**src/rtl/seq_div16.sv**
```systemverilog
// seq_div16 - sequential restoring divider for the ALU execute stage.
//
// Computes one quotient bit per clock with a shift / trial-subtract step
// and returns quotient and remainder over a start/done handshake. Signed
// operands are divided as magnitudes and the signs are applied at the end.
// This gives truncating division, and the remainder takes the sign of the
// dividend.
//
// Ports
//   clk        rising-edge clock
//   rst_n      asynchronous active-low reset
//   start      request, accepted only while idle
//   mode       0 = unsigned, 1 = signed two's complement (sampled with start)
//   dividend   numerator (sampled with start)
//   divisor    denominator (sampled with start)
//   quotient   registered quotient, held until the next done
//   remainder  registered remainder, held until the next done
//   busy       high while a division is in progress
//   done       one-cycle pulse when results are updated
//   divByZero  status of the last result: divisor was zero
//   overflow   status of the last result: signed 16'h8000 / -1
module seq_div16 #(
  parameter int WIDTH = 16,
  parameter int CNT_W = 5
) (
  input  logic             clk,
  input  logic             rst_n,
  input  logic             start,
  input  logic             mode,
  input  logic [WIDTH-1:0] dividend,
  input  logic [WIDTH-1:0] divisor,
  output logic [WIDTH-1:0] quotient,
  output logic [WIDTH-1:0] remainder,
  output logic             busy,
  output logic             done,
  output logic             divByZero,
  output logic             overflow
);

  typedef enum logic [1:0] {
    IDLE,
    CALC,
    FIX
  } state_t;

  localparam logic [CNT_W-1:0] CNT_ONE  = CNT_W'(1);
  localparam logic [CNT_W-1:0] CNT_LAST = CNT_W'(WIDTH - 1);
  localparam logic [WIDTH-1:0] MIN_NEG  = {1'b1, {(WIDTH-1){1'b0}}};

  state_t           state;
  logic [CNT_W-1:0] count;
  logic [WIDTH-1:0] remReg;
  logic [WIDTH-1:0] quoReg;
  logic [WIDTH-1:0] dvsrReg;
  logic             qneg;
  logic             rneg;
  logic             dzReg;
  logic             ovfReg;

  logic [WIDTH-1:0] magA;
  logic [WIDTH-1:0] magB;
  logic             ovfDetect;
  logic [WIDTH:0]   shifted;
  logic [WIDTH:0]   diff;
  logic             fits;

  // Operand magnitudes. Signs are only stripped in signed mode, so in
  // unsigned mode the raw bit patterns go straight into the datapath.
  always_comb begin
    magA      = (mode && dividend[WIDTH-1]) ? -dividend : dividend;
    magB      = (mode && divisor[WIDTH-1])  ? -divisor  : divisor;
    ovfDetect = mode && (dividend == MIN_NEG) && (divisor == '1);
  end

  // One restoring step. The partial remainder shifts left and takes in the
  // next dividend bit from the top of the quotient register. The shifted
  // value needs 17 bits because it can reach twice the divisor. When the
  // trial subtraction succeeds, the difference is always below the divisor,
  // so it fits back into 16 bits.
  always_comb begin
    shifted = {remReg, quoReg[WIDTH-1]};
    fits    = shifted >= {1'b0, dvsrReg};
    diff    = shifted - {1'b0, dvsrReg};
  end

  // Control FSM and datapath registers. All outputs are registered here.
  // For divide-by-zero, the raw dividend is parked in the quotient register
  // so that FIX can return it unchanged as the remainder.
  always_ff @(posedge clk or negedge rst_n) begin
    if (!rst_n) begin
      state     <= IDLE;
      count     <= '0;
      remReg    <= '0;
      quoReg    <= '0;
      dvsrReg   <= '0;
      qneg      <= 1'b0;
      rneg      <= 1'b0;
      dzReg     <= 1'b0;
      ovfReg    <= 1'b0;
      quotient  <= '0;
      remainder <= '0;
      busy      <= 1'b0;
      done      <= 1'b0;
      divByZero <= 1'b0;
      overflow  <= 1'b0;
    end else begin
      done <= 1'b0;
      case (state)
        IDLE: begin
          if (start) begin
            qneg   <= mode & (dividend[WIDTH-1] ^ divisor[WIDTH-1]);
            rneg   <= mode & dividend[WIDTH-1];
            remReg <= '0;
            count  <= '0;
            busy   <= 1'b1;
            ovfReg <= ovfDetect;
            if (divisor == '0) begin
              dzReg   <= 1'b1;
              quoReg  <= dividend;
              dvsrReg <= '0;
              state   <= FIX;
            end else begin
              dzReg   <= 1'b0;
              quoReg  <= magA;
              dvsrReg <= magB;
              state   <= CALC;
            end
          end
        end
        CALC: begin
          quoReg <= {quoReg[WIDTH-2:0], fits};
          remReg <= fits ? WIDTH'(diff) : shifted[WIDTH-1:0];
          count  <= count + CNT_ONE;
          if (count == CNT_LAST) begin
            state <= FIX;
          end
        end
        FIX: begin
          if (dzReg) begin
            quotient  <= '1;
            remainder <= quoReg;
          end else begin
            quotient  <= qneg ? -quoReg : quoReg;
            remainder <= rneg ? -remReg : remReg;
          end
          divByZero <= dzReg;
          overflow  <= ovfReg;
          done      <= 1'b1;
          busy      <= 1'b0;
          state     <= IDLE;
        end
        default: begin
          state <= IDLE;
        end
      endcase
    end
  end

endmodule

```
**config.mk**
```make
export PLATFORM = sky130hd
export DESIGN_NAME = seq_div16
export DESIGN_NICKNAME = d
export VERILOG_FILES = /design/src/rtl/seq_div16.sv
export SDC_FILE = /design/constraint.sdc
export NUM_CORES = 1
export LEC_CHECK = 0
export CAP_MARGIN = 20
export CORE_ASPECT_RATIO = 0.5
export CORE_UTILIZATION = 29
export DETAILED_ROUTE_END_ITERATION = 10
export PLACE_DENSITY = 0.58
export SETUP_SLACK_MARGIN = 0.05
export SLEW_MARGIN = 30
export SYNTH_ARGS = -nofsm -noshare
export SYNTH_HDL_FRONTEND = slang
export SYNTH_SLANG_ARGS = --single-unit
```
**constraint.sdc**
```tcl
create_clock -name clk -period 3.8 [get_ports clk]
set_clock_uncertainty 0.1 [all_clocks]
set_input_delay 0.38 -clock clk [delete_from_list [all_inputs] [get_ports clk]]
set_output_delay 0.38 -clock clk [all_outputs]
set_load 0.02 [all_outputs]
```
==> out/results.md, run 1 <==
| Quantity | Value |
|:---|:---|
| Run status | finished, violations left |
| Failing checks | DRC |
| Setup slack of the critical path after layout | 0.7717 ns |
| Wire length of the first global-routing pass | 28460 µm |
| Worst IR Drop VDD | 0.0003299 V |
| Register clock-pin slew on the reported worst setup and hold paths | 0.07 ns |
| Initial standard-cell utilization of the core | 29.72% |
| Routed wire length | 17770 µm |
| Count of antenna-violating nets left after detailed routing | 0 |
| Worst R2R Setup Slack | 0.77 ns |
| Maximum number of pins on one net before global-route repair | 43 |
| Post-route worst hold slack | 0.3703 ns |
| Maximum operating frequency | 330.2 MHz |
| Global routing usage summed across all routing layers | 16.61% |
| Average instance area after synthesis | 8.571 µm² |
| Worst r2r dst | remReg[4]$_DFFE_PN0P_ |
| Reg-to-Reg Start | remReg[13]$_DFFE_PN0P_ |
| Detail-routed net length per standard cell | 16.90 µm |
| Final core area utilization | 35.95% |
| Maximum level of the CTS H-tree | 3 |
| Endpoint of the worst hold path | quotient[15]$_DFFE_PN0P_ |
| Clock tree buffer depth | 2 |
| Count of boundary I/O pins | 72 |
| Slowest cell on the critical path | sky130_fd_sc_hd__a211oi_1 |
| Total Negative Setup Slacks | 0 ns |
| Hold violation count in the final report | 0 |
| Vias/cell | 5.206 |
| N_diodes | 0 |
| Chip width | 207.7 µm |
| Synth Register Bits | 95 |
| Critical path buffers and inverters | 1 |
| Number of antenna violations at the first check in global routing | 0 |
| Top cell type by total area after synthesis | sky130_fd_sc_hd__dfrtp_1 |
| Data required time at the worst endpoint | 3.96 ns |
| DPL Wire Length | 13510 µm |
| Net count after synthesis | 776 |
| CP Max Fanout | 11 |
| Hold path startpoint | quotient[15]$_DFFE_PN0P_ |
| Number of remaining DRC errors | 1 |
| Path category of the worst min-delay check | reg2reg |
| Shortest period the worst path allows | 3.028 ns |
| Total clock sinks | 95 |
| Cell area power density | 895.6 nW/µm² |
| Ratio of cells with drive above 1 in the final layout | 5.398% |
| Total leakage power | 3.046 nW |
| Worst setup timing slack at the placement stage | 0.6624 ns |
| Congestion Overflow GR | 0 |
| Max-slew violation total from the final report | 0 |
| Area of the die | 21780 µm² |
| Floorplan Core Area | 20650 µm² |
| Kind of capture point of the worst setup path | flop |
| Min-Delay Path Depth | 2 |
| Max-cap violations | 0 |
| Period Utilization, post-route | 79.69% |
| Most instantiated flip-flop cell in the synthesis netlist | sky130_fd_sc_hd__dfrtp_1 |
| Setup repair after global routing missed its margin | false |
| Share of the yosys chip area belonging to registers | 38.74% |
| Setup violators final | 0 |
| Setup crit start kind | flop |
| Vias in the first global route | 5154 |
| Top delay family on crit path | compound AO/OA/AOI/OAI gates |
| Clock insertion delay at the later pin of the skew report | 0.35 ns |
| Worst setup path category | reg2reg |
| Worst path most repeated cell | sky130_fd_sc_hd__a211oi_1 |
| Critical Path Max Stage Delay | 0.64 ns |
| Biggest area contributors in the synthesized netlist | sky130_fd_sc_hd__dfrtp_1 (39%), sky130_fd_sc_hd__o21ai_0 (6.5%), sky130_fd_sc_hd__xnor2_1 (6.4%), sky130_fd_sc_hd__ha_1 (4.7%), sky130_fd_sc_hd__nand2_1 (4.5%) |
| Number of enable-type register cells in the synthesized netlist | 0 |
| Number of different library cells in the post-synthesis netlist | 65 |
| Actual transition at the worst max-transition pin | 0.9446 ns |
| Via count | 5471 |
| Gate Count Post-Synth | 716 |
| TritonCTS clock tree | yes |
| Num rows | 37 |
| Length in cells of the worst reg-to-reg path | 8 |
| Area of the mapped netlist | 6137 µm² |
| Cell at the root of the clock tree | sky130_fd_sc_hd__clkbuf_16 |
| Inserted Clock Buffers | 9 |
| P&R area growth vs syn | 20.96% |
| Chip height | 104.9 µm |
| Share of synthesized registers carrying an async set or reset | 100.0% |
| Synth Warn # | 0 |
| Endpoint arrival time on the critical path | 3.18 ns |
| Global placement routability congestion | 0.8387 |
| First drt pass iteration count | 8 |
| Remaining max-slew budget at the tightest pin | 36.88% |
| Violation count after the first detailed-route iteration | 337 |
| Nets | 833 |
| Area share of the largest cell type after synthesis | 38.74% |
| Total of buffers placed on input and output ports | 71 |
| Cell-by-cell trace of the critical path | ha_1 > a21o_1 > a211oi_1 > nand2_1 > o311ai_2 > buf_4 > nor2_1 > a211oi_1 |
==> how the worst max path moves through the flow <==
stage / from / to / depth (start not counted)
3_3_place_gp: divisor[2] / quoReg[11]$_DFFE_PN0P_ / 8
5_1_grt: remReg[13]$_DFFE_PN0P_ / remReg[4]$_DFFE_PN0P_ / 8
4_1_cts: remReg[13]$_DFFE_PN0P_ / remReg[4]$_DFFE_PN0P_ / 8
6_report: remReg[13]$_DFFE_PN0P_ / remReg[4]$_DFFE_PN0P_ / 8
3_5_place_dp: divisor[2] / quoReg[11]$_DFFE_PN0P_ / 8
2_1_floorplan: remReg[13]$_DFFE_PN0P_ / quoReg[0]$_DFFE_PN0P_ / 7
==> cell usage in the layout, fill, tap and decap left out, drive strengths merged, types with 6 or more instances in the layout <==
cell / n
nand2: 74
a22oi: 26
clkbuf: 12
nor4: 7
a21oi: 43
inv: 37
nor3: 15
o22a: 12
nand4: 10
o21ai: 89
buf: 15
xnor2: 45
or4: 6
o41ai: 7
and3: 6
o31ai: 7
ha: 23
dfrtp: 95
nand3: 16
a211oi: 6
nor2: 53
clkdlybuf4s50: 70
xor2: 17
nand2b: 10
==> registers in the layout, indices dropped and copies added, names as in the netlist, 2 cells and up <==
| signal | cells |
|---|---|
| count | 5 |
| dvsrReg | 16 |
| quoReg | 16 |
| quotient | 16 |
| remReg | 16 |
| remainder | 16 |
| state | 2 |
==> kinds of logic (layout without fill, tap and decap cells) <==
logic type                 Yosys count  after routing  synth area share, %
AOI/OAI and AO/OA                  233            233                24.36
and+or+nand+nor                    221            221                17.41
DFF                                 95             95                38.74
buffers and inverters               76            138                4.791
xor gates and xnor gates            62             62                8.848
adders and majority gates           24             24                5.015
muxes                                5              5               0.8359
==> what timing repair did <==
| action | CTS | global route |
|---|---|---|
| hold buffers | 1 | 0 |
| setup buffers | 0 | 0 |
| hold endpoints to repair | 40 | 0 |
| resized for setup | 0 | 0 |
==> through the flow <==
step                instance area (µm²)  total power [mW]  instances
floorplan                          6137             4.525        716
global placement                   7137             5.682       1034
detailed placement                 7137             5.785       1034
CTS                                7423             6.669       1051
global route                       7423             7.216       1051
finish                             7423             6.648       1051
==> Yosys cell counts, drive strengths merged (4+ instances only) <==
cell type  instances
or4                6
a21oi             43
nand4             10
nor3              15
nand2b            10
or3                5
dfrtp             95
xor2              17
o311ai             4
a22oi             26
ha                23
nor2              53
o41ai              7
xnor2             45
inv               36
nor4               7
o21ai             89
o22a              12
clkbuf            37
nand3             16
a211oi             6
o31ai              7
mux2i              4
nand2             74
o22ai              5
a21o               5
nor2b              5
and3               6
==> final cells by class <==
class	count	area [µm²]
Inverter	36	135.1
Clock buffer	12	246.5
Sequential cell	95	2377
Multi-Input combinational cell	545	3470
Tap cell	273	341.6
Clock inverter	4	30.03
Fill cell	2111	13220
Timing Repair Buffer	86	823.3
==> layer usage <==
layer  up-vias  GRT usage [%]  part of all wire (%)  routed length, µm
li1       2694              -                     -                  -
met2        82          26.12                    45               8033
met1      2673          23.33                    50               8880
met5         -              0                     0                  0
met3        22          3.156                   3.1                542
met4         0          4.286                   1.8                311
==> worst min-delay path: stages, from the launching register on <==
cell and delay [ns]:
sky130_fd_sc_hd__dfrtp_1 0.34, sky130_fd_sc_hd__nand2_1 0.05, sky130_fd_sc_hd__nand2_1 0.05
==> where the power goes <==
group / switching [mW] / total (mW) / internal [mW] / leakage, nW
Sequential: 0.562 / 2.00 / 1.43 / 1.23
Clock: 0.406 / 0.871 / 0.465 / 0.133
Combinational: 2.11 / 3.78 / 1.67 / 1.68
Total: 3.07 / 6.65 / 3.57 / 3.05
No activity file was read; power rests on OpenSTA's default activity.
==> run 2, diff against run 1 <==
--- a/config.mk
+++ b/config.mk
@@ -9,7 +9,7 @@
 export CORE_ASPECT_RATIO = 0.5
 export CORE_UTILIZATION = 29
 export DETAILED_ROUTE_END_ITERATION = 10
-export PLACE_DENSITY = 0.58
+export PLACE_DENSITY = 0.6
 export SETUP_SLACK_MARGIN = 0.05
 export SLEW_MARGIN = 30
 export SYNTH_ARGS = -nofsm -noshare
==> constraint.sdc (replaced) <==
create_clock -name clk -period 2.54 [get_ports clk]
set_clock_uncertainty 0.1 [all_clocks]
set_input_delay 0.254 -clock clk [delete_from_list [all_inputs] [get_ports clk]]
set_output_delay 0.254 -clock clk [all_outputs]
set_load 0.02 [all_outputs]
==> out/results.md, run 2 (synthesis results as in run 1) <==
| Quantity | Value |
|:---|:---|
| Chip height | 104.9 µm |
| Top delay family on crit path | compound AO/OA/AOI/OAI gates |
| Post-route met1 wirelength | 9071 µm |
| Routed wire length | 18790 µm |
| Setup violators final | 0 |
| Met3 Wirelength | 622 µm |
| Register clock-pin slew on the reported worst setup and hold paths | 0.07 ns |
| Data required time at the worst endpoint | 2.67 ns |
| Global placement routability congestion | 0.8773 |
| Total of buffers placed on input and output ports | 71 |
| Slowest cell on the critical path | sky130_fd_sc_hd__or4_4 |
| Switching share of power | 44.24% |
| Maximum operating frequency | 397.0 MHz |
| Count of antenna-violating nets left after detailed routing | 0 |
| Leading cell types in the layout, fill and taps excluded | sky130_fd_sc_hd__buf_4 (93), sky130_fd_sc_hd__dfrtp_1 (92), sky130_fd_sc_hd__nand2_1 (74), sky130_fd_sc_hd__o21ai_0 (66), sky130_fd_sc_hd__clkdlybuf4s50_1 (61) |
| Setup crit start kind | flop |
| Clock tree buffer depth | 2 |
| First drt pass iteration count | 5 |
| Cell area power density | 1402 nW/µm² |
| Critical path buffers and inverters | 1 |
| Run status | finished, final reports clean |
| Clock network fraction of total power | 11.9% |
| Nets | 917 |
| Congestion Overflow GR | 0 |
| Path category of the worst min-delay check | in2reg |
| Commonest non-fill, non-tap cell in the layout | sky130_fd_sc_hd__buf_4 |
| Length in cells of the worst reg-to-reg path | 8 |
| Number of antenna violations at the first check in global routing | 0 |
| Vias in the first global route | 5603 |
| N_diodes | 0 |
| Clock insertion delay at the later pin of the skew report | 0.35 ns |
| Total leakage power | 3.582 nW |
| Total clock sinks | 95 |
| Logic depth of the worst path, buffers included | 8 |
| Area of the die | 21780 µm² |
| Shortest period the worst path allows | 2.519 ns |
| TritonCTS clock tree | yes |
| CP Max Fanout | 5 |
| Wire length of the first global-routing pass | 29390 µm |
| Ratio of cells with drive above 1 in the final layout | 19.95% |
| Actual transition at the worst max-transition pin | 0.6897 ns |
| Area used by multi-input combinational logic | 3744 µm² |
| Worst R2R Setup Slack | 0.02 ns |
| Maximum level of the CTS H-tree | 3 |
| Final core area utilization | 40.86% |
| Post-route worst hold slack | 0.2202 ns |
| Final Instance Count excl. Fillers | 1135 |
| Remaining max-slew budget at the tightest pin | 54.02% |
| Number of remaining DRC errors | 0 |
| Setup repair after global routing missed its margin | true |
| Total met2 wirelength after detailed routing | 8837 µm |
| Internal portion of total power | 6.595 mW |
| Number of instances in the placed design | 1097 |
| Setup slack of the critical path after layout | 0.02117 ns |
| Hold violation count in the final report | 0 |
| Floorplan Core Area | 20650 µm² |
| Critical Path Max Stage Delay | 0.51 ns |
| Worst setup path category | reg2reg |
| Sw Pwr | 5.232 mW |
| Initial standard-cell utilization of the core | 29.72% |
| Total Negative Setup Slacks | 0 ns |
| Vias/cell | 5.209 |
| DPL Wire Length | 14010 µm |
| Num rows | 37 |
| Count of boundary I/O pins | 72 |
| Reg-to-Reg Start | remReg[6]$_DFFE_PN0P_ |
| Cell at the root of the clock tree | sky130_fd_sc_hd__clkbuf_16 |
| Maximum number of pins on one net before global-route repair | 51 |
| Detail-routed net length per standard cell | 16.56 µm |
| Max-cap violations | 0 |
| Chip width | 207.7 µm |
| Via count | 5912 |
| Top routing layer used | met4 |
| Sequential power share | 24.1% |
| Inserted Clock Buffers | 9 |
| Kind of capture point of the worst setup path | flop |
| Cell-by-cell trace of the critical path | ha_4 > nand4_1 > or4_4 > o211ai_1 > a221oi_4 > clkbuf_16 > a22oi_2 > o21ai_1 |
| Violation count after the first detailed-route iteration | 298 |
| Worst r2r dst | remReg[5]$_DFFE_PN0P_ |
| Endpoint arrival time on the critical path | 2.65 ns |
| Worst IR Drop VDD | 0.0004893 V |
| End point of the critical path | remReg[5]$_DFFE_PN0P_ |
| Global routing usage summed across all routing layers | 16.86% |
| Area used by sequential logic in the layout | 2381 µm² |
| Worst setup timing slack at the placement stage | -0.3478 ns |
| Startpoint of the worst setup timing path | remReg[6]$_DFFE_PN0P_ |
| Max-slew violation total from the final report | 0 |
| Portion of total power attributed to combinational logic | 64.0% |
| P&R area growth vs syn | 37.45% |
| Period Utilization, post-route | 99.17% |
| Count of filler cells inserted in the layout | 2050 |
run 2: changes by cell type in the layout (fill, tap and decap cells not counted), sizes merged:
cell | previous run | this run
buf | 15 | 98
bufinv | 0 | 1
clkbuf | 12 | 11
clkdlybuf4s50 | 70 | 61
dlymetal6s2s | 0 | 9
inv | 37 | 38
run 2: worst min path at each step:
stage                             startpoint                  endpoint  slack (ns)  depth (start not counted)
floorplan                              rst_n          busy$_DFFE_PN0P_       -0.14                          0
global placement                       rst_n     remReg[9]$_DFFE_PN0P_        0.23                          1
detailed placement                     rst_n     remReg[9]$_DFFE_PN0P_        0.24                          1
CTS                 quotient[11]$_DFFE_PN0P_  quotient[11]$_DFFE_PN0P_        0.38                          2
global route                      divisor[0]    dvsrReg[0]$_DFFE_PN0P_        0.24                          4
finish                            divisor[0]    dvsrReg[0]$_DFFE_PN0P_        0.22                          4
run 2: what timing repair did:
item / 4_1_cts / 5_1_grt
hold endpoints to repair: 49 / 0
hold buffers: 1 / 0
pin swaps: 2 / 20
cloned: 0 / 2
gates resized for setup: 11 / 64
setup buffers: 4 / 16
endpoints found under the setup margin: 18 / 34
run 2: cell type report:
class                      instances  share of cell area, %
clock buffer                      10                  2.833
clock inverter                     6                 0.7713
inverter                          36                  1.602
multi-input combinational        545                  44.38
sequential                        95                  28.23
tap                              273                  4.049
timing repair buffer             170                  18.14
run 2: power groups by stage:
stage	registers (mW)	clock network, mW	logic, mW
after floorplan	2.83	0	4.10
after global placement	2.81	0	6.24
after detailed placement	2.84	0	6.35
after CTS	2.83	1.44	6.66
after global routing	2.92	1.50	8.26
final	2.85	1.41	7.57
run 2: per-stage QoR:
stage,power (mW),cell area (µm²)
global route,12.68,8436
finish,11.83,8436
global placement,9.053,7650
detailed placement,9.187,7650
floorplan,6.922,6180
CTS,10.93,8077
run 2: per-layer routing:
layer	vias up	GRT usage, %
met2	124	27.66
met5	-	0
met1	2907	23.27
met3	18	2.284
met4	0	4.603
li1	2863	-
run 2: worst register-to-register path, delay by kind of cell (launching register included):
family / cells / cell delay (ns)
AOI/OAI and AO/OA: 4 / 0.71
and+or+nand+nor: 2 / 0.65
DFF: 1 / 0.42
adders and majority gates: 1 / 0.31
buffers and inverters: 1 / 0.21
